==> src/rtl/switch_debounce_pkg.sv <==
// Shared constants and helpers for the switch debouncer.
// Defaults target a 10 ms settle time at 25 MHz.
package switch_debounce_pkg;

    localparam int DEFAULT_DEBOUNCE_CYCLES = 250000;
    localparam int DEFAULT_SYNC_STAGES     = 2;

    function automatic int cnt_width(input int cycles);
        return $clog2(cycles + 1);
    endfunction

endpackage

==> src/rtl/debounce_channel.sv <==
// One switch channel: synchroniser, stability counter,
// debounced level flop and registered edge pulses.
module debounce_channel
    import switch_debounce_pkg::*;
#(
    parameter int SYNC_STAGES     = DEFAULT_SYNC_STAGES,
    parameter int DEBOUNCE_CYCLES = DEFAULT_DEBOUNCE_CYCLES
) (
    input  logic i_clk,
    input  logic i_rst,
    input  logic i_switch,
    output logic o_switch,
    output logic o_rise,
    output logic o_fall
);

    localparam int CNT_W = cnt_width(DEBOUNCE_CYCLES);
    localparam logic [CNT_W-1:0] CNT_MAX = CNT_W'(DEBOUNCE_CYCLES - 1);

    logic [SYNC_STAGES-1:0] sync_q;
    logic [SYNC_STAGES-1:0] sync_d;
    logic [CNT_W-1:0]       cnt_q;
    logic [CNT_W-1:0]       cnt_d;
    logic                   stable_q;
    logic                   stable_d;
    logic                   rise_q;
    logic                   rise_d;
    logic                   fall_q;
    logic                   fall_d;
    logic                   sync_s;

    assign sync_s = sync_q[SYNC_STAGES-1];

    always_comb begin
        sync_d   = {sync_q[SYNC_STAGES-2:0], i_switch};
        cnt_d    = '0;
        stable_d = stable_q;
        rise_d   = 1'b0;
        fall_d   = 1'b0;
        if (sync_s != stable_q) begin
            if (cnt_q == CNT_MAX) begin
                // Held long enough: commit the new level and flag the edge.
                stable_d = sync_s;
                rise_d   = sync_s;
                fall_d   = ~sync_s;
            end else begin
                cnt_d = cnt_q + 1'b1;
            end
        end
    end

    always_ff @(posedge i_clk) begin
        if (i_rst) begin
            sync_q   <= '0;
            cnt_q    <= '0;
            stable_q <= 1'b0;
            rise_q   <= 1'b0;
            fall_q   <= 1'b0;
        end else begin
            sync_q   <= sync_d;
            cnt_q    <= cnt_d;
            stable_q <= stable_d;
            rise_q   <= rise_d;
            fall_q   <= fall_d;
        end
    end

    assign o_switch = stable_q;
    assign o_rise   = rise_q;
    assign o_fall   = fall_q;

endmodule

==> src/rtl/switch_debouncer.sv <==
// Independent debouncers for a bank of raw board switches,
// feeding the switch-to-LED logic downstream.
module switch_debouncer
    import switch_debounce_pkg::*;
#(
    parameter int NUM_SWITCHES    = 2,
    parameter int SYNC_STAGES     = DEFAULT_SYNC_STAGES,
    parameter int DEBOUNCE_CYCLES = DEFAULT_DEBOUNCE_CYCLES
) (
    input  logic                    i_clk,
    input  logic                    i_rst,
    input  logic [NUM_SWITCHES-1:0] i_switch,
    output logic [NUM_SWITCHES-1:0] o_switch,
    output logic [NUM_SWITCHES-1:0] o_rise,
    output logic [NUM_SWITCHES-1:0] o_fall
);

    for (genvar g = 0; g < NUM_SWITCHES; g++) begin : g_ch
        debounce_channel #(
            .SYNC_STAGES     (SYNC_STAGES),
            .DEBOUNCE_CYCLES (DEBOUNCE_CYCLES)
        ) u_ch (
            .i_clk    (i_clk),
            .i_rst    (i_rst),
            .i_switch (i_switch[g]),
            .o_switch (o_switch[g]),
            .o_rise   (o_rise[g]),
            .o_fall   (o_fall[g])
        );
    end

endmodule
==> config.mk <==
export PLATFORM = sky130hd
export DESIGN_NAME = switch_debouncer
export DESIGN_NICKNAME = d
export VERILOG_FILES = /design/src/rtl/switch_debounce_pkg.sv /design/src/rtl/debounce_channel.sv /design/src/rtl/switch_debouncer.sv
export SDC_FILE = /design/constraint.sdc
export NUM_CORES = 1
export LEC_CHECK = 0
export BUFFER_PORTS_ARGS = -buffer_cell sky130_fd_sc_hd__buf_2
export CAP_MARGIN = 20
export CORE_MARGIN = 5
export CORE_UTILIZATION = 55
export CTS_BUF_LIST = sky130_fd_sc_hd__clkbuf_2
export CTS_CLUSTER_DIAMETER = 150
export CTS_CLUSTER_SIZE = 20
export DETAILED_ROUTE_END_ITERATION = 10
export MAX_ROUTING_LAYER = met4
export PLACE_DENSITY = 0.73
export SKIP_CTS_REPAIR_TIMING = 1
export SYNTH_ARGS = -nofsm -noshare
export SYNTH_HDL_FRONTEND = slang
export SYNTH_SLANG_ARGS = --single-unit
==> constraint.sdc <==
create_clock -name i_clk -period 4.6 [get_ports i_clk]
set_clock_uncertainty 0.05 [all_clocks]
set_input_delay 0.46 -clock i_clk [delete_from_list [all_inputs] [get_ports i_clk]]
set_output_delay 0.46 -clock i_clk [all_outputs]
set_load 0.05 [all_outputs]
==> results of run 1 <==
cell usage after synthesis, drive strengths merged:
cell    count
clkbuf      2
o41ai       1
and3b       1
o31ai       1
xnor2      25
nor2b       5
o21ai       3
o221ai      1
nor2       42
or3         3
nand4      11
ha          2
mux2i       2
nor4b       2
a31o        1
nor3        7
inv         6
or4         3
buf         8
xor2        4
and3        4
a21oi       4
nor4       12
nand2b      4
dfxtp      46
nand3      10
nand2       9
worst min path at each step:
stage | endpoint | slack (ns) | cells after the start
2_1_floorplan | g_ch[0].u_ch.sync_q[1] | 0.36 | 1
3_3_place_gp | g_ch[0].u_ch.sync_q[1] | 0.37 | 1
3_5_place_dp | g_ch[1].u_ch.sync_q[1] | 0.38 | 1
4_1_cts | g_ch[0].u_ch.sync_q[0] | 0.19 | 2
5_1_grt | g_ch[0].u_ch.sync_q[0] | 0.17 | 2
6_report | g_ch[0].u_ch.sync_q[0] | 0.20 | 2
cell type report:
cell class              instances  area [um2]
fillers                       319        1350
multi-input cells             157         968
flip-flops and latches         46         921
repair buffers                 11        63.8
well taps                      46        57.6
clock buffers                   5        25.0
inverters                       6        22.5
clock inverters                 2        10.0
power groups by stage:
stage                     clock network (mW)  logic, mW  registers (mW)
after floorplan                            0    0.00645           0.410
after global placement                     0    0.00859           0.411
after detailed placement                   0    0.00921           0.411
after CTS                              0.159    0.00924           0.403
after global routing                   0.181     0.0106           0.404
final                                  0.151    0.00907           0.403
sequential cells by signal, indices dropped and copies added (netlist names):
signal and flops:
g_ch.u_ch.cnt_q 36, g_ch.u_ch.sync_q 4, g_ch.u_ch.o_fall 2, g_ch.u_ch.o_rise 2
g_ch.u_ch.o_switch 2
logic make-up after synthesis:
family / synth area share
AOI/OAI and AO/OA: 0.0386
adders and majority gates: 0.0127
buffers and inverters: 0.0443
xor gates and xnor gates: 0.128
and+or+nand+nor: 0.300
DFF: 0.466
muxes: 0.0101
routing by layer:
| layer | track usage | routed length (um) | vias to the layer above |
|---|---|---|---|
| met5 | - | 0 | - |
| met4 | 0.0681 | 66 | 0 |
| met3 | 0.0430 | 151 | 7 |
| met2 | 0.196 | 1270 | 35 |
| met1 | 0.204 | 1620 | 652 |
| li1 | - | - | 765 |
through the flow:
step                total power, mW  utilization  std cells  hold WS (ns)
floorplan                     0.417            -        219         0.364
global placement              0.419        0.592        265         0.367
detailed placement            0.420        0.595        266         0.379
CTS                           0.571        0.605        273         0.192
global route                  0.595        0.605        273         0.174
finish                        0.563        0.605        273         0.205
==> metrics.txt, run 1 <==
outcome finished, final reports clean; sequential fraction of design power 0.715; Root Buffer clkbuf_2; Crit Path Max Fanout 9; initial core utilization 0.579; Routed Antenna Nets 0; top-area cell type share of the netlist area 0.466; MaxCap Viol Count 0; total grt overflow 0; CP startpoint kind flip-flop; DIE AREA 0.00489 mm2; RSZ-0062 raised after global routing no; startpoint of the worst register-to-register path g_ch[1].u_ch.cnt_q[0]; Hold Fails Final Rpt 0; total CTS buffers 5; Netlist Area Pre-Place 0.00198 mm2; DRC 0; Slowest-stage cell, CP o41ai_2; #FFs+latches synth 46; H-tree depth 2; largest net degree at the start of global routing 14; gr usage total 0.148; Placement Cell Area 0.00203 mm2; io pins 10; HPWL after detailed placement around 2200 um; Gate power share 0.016; TNS Setup 0 ns; Clk pwr share 0.269; synthesized instance count 219; Worst R2R Setup Slack 2.57 ns; commonest non-fill, non-tap cell in the layout dfxtp_1; Final WS setup 2.57 ns; maximum buffer depth of the clock tree 2; critical path required time about 4.9 ns; crit path capture type flip-flop; Synth Net Count 225; number of global-route vias before repair 1,307; # port buffers 9; FF-to-FF path depth 5; area leader, netlist dfxtp_1; GPL Wtd Cong 0.771; DR pass1 iterations 4; Area contributors post-synth dfxtp_1 47%, xnor2_1 11%, nor2_1 8.0%, nor4_1 3.8%, nand4_1 3.2%; FP Rows 21; Worst-Margin Slew 0.751 ns; fmax 492 MHz; Mean Syn Cell Area approximately 9 um2; DR iter-0 viols 69; ANT cells 0; RR Endpoint g_ch[1].u_ch.cnt_q[6]; crit-path cells ha_1, nand3_2, o41ai_2, buf_4, nor2_1; count of nets after finishing between 200 and 250; Clock Latency Late Sink roughly 0.40 ns; static leakage 0.634 nW; CTS tree built; global-route wire length before repair 5800 um; Final Critical Period 2.03 ns; finished layout cell area 0.00207 mm2; CP peak stage delay between 0.7 and 0.8 ns; setup violators final 0; Rel. slew slack 0.494; worst slack, placed roughly 2.6 ns; Worst path depth 5; synth-to-layout area growth 4.62%; Seq/Total Area, Yosys 0.466; Power per Cell Area about 270 mW/mm2; Core Region around 0.0034 mm2; Via Count 1,459; HP Class input pin to flip-flop; Max rail drop VDD 0.211 mV; cell-internal power 439 uW; most frequent cells in the layout 46 x dfxtp_1, 42 x nor2_1, 25 x xnor2_1; Vias per Instance 5.34; clock-pin slew on the worst setup and hold paths 0.19 ns; die extent in x approximately 70 um; Synth Warn # 0; worst min-delay path startpoint i_switch[0]; crit path kind flip-flop to flip-flop; CP arrival 2.31 ns; switching share of total power 0.221; DR WL/cell 11.4 um; Critical path origin g_ch[1].u_ch.cnt_q[0]; Slew Viols, Final 0; Yosys cell types 32; initial antenna violation count 0; clock tree sinks 46; Setup crit end g_ch[1].u_ch.cnt_q[6]; CP bufs+invs 1; die height 70.0 um; P_sw about 120 uW; CP delay by family, top compound AO/OA/AOI/OAI gates; layout cells sized above 1 0.101; final WL about 3100 um; Final period util 0.442
(Power assumes the default switching activity.)
==> run 2: changes to the inputs <==
- clock period: 4.6 -> 2.08 ns (I/O delays scaled with it)
==> run 2 against run 1 <==
Against the previous run:
- worst setup slack got worse by 2.3 ns
- power increased by 130%
- register-to-register slack got worse by 2.3 ns
- global-route usage increased by 0.92 points
- die area unchanged
- first-iteration DRC count increased by 75%
- design area increased by 4.2%
- utilization increased by 2.5 points
- cell count increased by 3.7%
- via count increased by 4.7%
- largest cell class unchanged
- flip-flop and latch count unchanged
==> metrics.txt, run 2 (synthesis gave the netlist of run 1 again) <==
outcome finished, final reports clean (unchanged); layout cells sized above 1 0.118 (was 0.101); clock tree sinks 46 (unchanged); Hold Fails Final Rpt 0 (unchanged); most frequent cells in the layout 46 x dfxtp_1, 42 x nor2_1, 25 x xnor2_1 (unchanged); hold path depth 1 (was 2); Slew Viols, Final 0 (unchanged); number of global-route vias before repair 1,394 (was 1,307); Routed Antenna Nets 0 (unchanged); overall power 1.27 mW (was 563 uW); synth-to-layout area growth 8.99% (was 4.62%); CTS tree built (unchanged); MaxCap Viol Count 0 (unchanged); hold_ws 0.411 ns (was 0.205 ns); startpoint of the worst register-to-register path g_ch[1].u_ch.cnt_q[0] (unchanged); DR WL/cell 12.0 um (was 11.4 um); crit path kind flip-flop to flip-flop (unchanged); Clock Latency Late Sink 0.42 ns (was 0.40 ns); CP startpoint kind flip-flop (unchanged); Top Registers g_ch.u_ch.cnt_q x36, g_ch.u_ch.sync_q x4 (unchanged); gr usage total 0.157 (was 0.148); Crit Path Max Fanout 4 (was 9); commonest non-fill, non-tap cell in the layout dfxtp_1 (unchanged); io pins 10 (unchanged); Vias per Instance 5.40 (was 5.34); final WL 3390 um (was 3110 um); Final Critical Period 1.85 ns (was 2.03 ns); Worst-Margin Slew 0.372 ns (was 0.751 ns); Final Non-Filler Cells 283 (was 273); Max rail drop VDD 0.398 mV (was 0.211 mV); largest net degree at the start of global routing 14 (unchanged); DR iter-0 viols 121 (was 69); Hold Crit Endpoint g_ch[0].u_ch.sync_q[1] (was g_ch[0].u_ch.sync_q[0]); global-route wire length before repair 6090 um (was 5800 um); worst min-delay path startpoint g_ch[0].u_ch.sync_q[0] (was i_switch[0]); GPL Wtd Cong 0.840 (was 0.771); static leakage 0.675 nW (was 0.634 nW); clock-pin slew on the worst setup and hold paths 0.23 ns (was 0.19 ns); HP Class flip-flop to flip-flop (was input pin to flip-flop); Final period util 0.892 (was 0.442); crit path capture type flip-flop (unchanged); fmax 539 MHz (was 492 MHz); Core Region 0.00342 mm2 (unchanged); die extent in x 70.0 um (unchanged); HPWL after detailed placement 2380 um (was 2200 um); CP arrival 2.18 ns (was 2.31 ns); total grt overflow 0 (unchanged); Worst R2R Setup Slack 0.23 ns (was 2.57 ns); Reg with most FFs g_ch.u_ch.cnt_q (unchanged); ANT cells 0 (unchanged); FP Rows 21 (unchanged); DRC 0 (unchanged); RR Endpoint g_ch[1].u_ch.cnt_q[16] (was g_ch[1].u_ch.cnt_q[6]); initial core utilization 0.579 (unchanged); Via Count 1,528 (was 1,459); total CTS buffers 5 (unchanged); RSZ-0062 raised after global routing no (unchanged); max FFs per register 36 (unchanged); critical path required time 2.41 ns (was 4.87 ns); TNS Setup 0 ns (unchanged); initial antenna violation count 0 (unchanged); Power per Cell Area 590 mW/mm2 (was 272 mW/mm2); Rel. slew slack 0.750 (was 0.494); fillers 307 (was 319); DR pass1 iterations 4 (unchanged); die height 70.0 um (unchanged); worst slack, placed 0.246 ns (was 2.57 ns); # port buffers 9 (unchanged); H-tree depth 2 (unchanged); FF-to-FF path depth 5 (unchanged); setup violators final 0 (unchanged); placed cell count 270 (was 266); DIE AREA 0.00489 mm2 (unchanged); Root Buffer clkbuf_2 (unchanged); Final WS setup 0.225 ns (was 2.57 ns); count of nets after finishing 242 (was 233); maximum buffer depth of the clock tree 2 (unchanged)
[run 2: changes by cell type in the layout (fill, tap and decap cells not counted)]
cell / change
clkinv_2: -1
clkinv_1: +1
clkbuf_2: +1
nor4_2: +1
nor4_1: -1
buf_4: +5
dlygate4sd3_1: +5
buf_6: -1
[run 2: report_power, final]
group / leakage [nW] / total (mW) / internal (mW) / switching (mW)
Clock: 0.0304 / 0.352 / 0.0826 / 0.270
Combinational: 0.273 / 0.0288 / 0.0164 / 0.0124
Sequential: 0.371 / 0.891 / 0.888 / 0.00312
Total: 0.675 / 1.27 / 0.987 / 0.285
[run 2: through the flow]
stage / area, um2 / utilization
after floorplan: 1980 / -
after global placement: 2060 / 0.603
after detailed placement: 2060 / 0.603
after CTS: 2100 / 0.614
after global routing: 2150 / 0.631
final: 2150 / 0.631
[run 2: critical path, stage by stage, from the launching register on]
cell and delay [ns]:
dfxtp_1 0.41, ha_1 0.22, nand3_2 0.12, or4_4 0.56
or3_1 0.32, a21oi_1 0.14
[run 2: worst max-delay path by stage]
stage / from / end / cells after the start
finish: g_ch[1].u_ch.cnt_q[0] / g_ch[1].u_ch.cnt_q[16] / 5
CTS: g_ch[1].u_ch.cnt_q[0] / g_ch[1].u_ch.cnt_q[16] / 5
detailed placement: g_ch[1].u_ch.cnt_q[0] / g_ch[1].u_ch.cnt_q[16] / 5
floorplan: g_ch[1].u_ch.cnt_q[0] / g_ch[1].u_ch.cnt_q[16] / 5
global route: g_ch[0].u_ch.cnt_q[0] / g_ch[0].u_ch.cnt_q[16] / 5
global placement: g_ch[1].u_ch.cnt_q[0] / g_ch[1].u_ch.cnt_q[16] / 5
[run 2: area by class of cell]
class	instances	area [um2]	area share
Clock buffer	6	30.0	0.0139
Clock inverter	2	8.76	0.00407
Inverter	6	22.5	0.0105
Multi-Input combinational cell	157	975	0.452
Sequential cell	46	921	0.427
Tap cell	46	57.6	0.0267
Timing Repair Buffer	20	140	0.0650
[run 2: per-layer routing]
metal  share of wire  routed length [um]  track usage
met4           0.019                  64       0.0766
met3           0.035                 117       0.0473
met1            0.49                1660        0.195
met5               0                   0            -
met2            0.46                1550        0.231
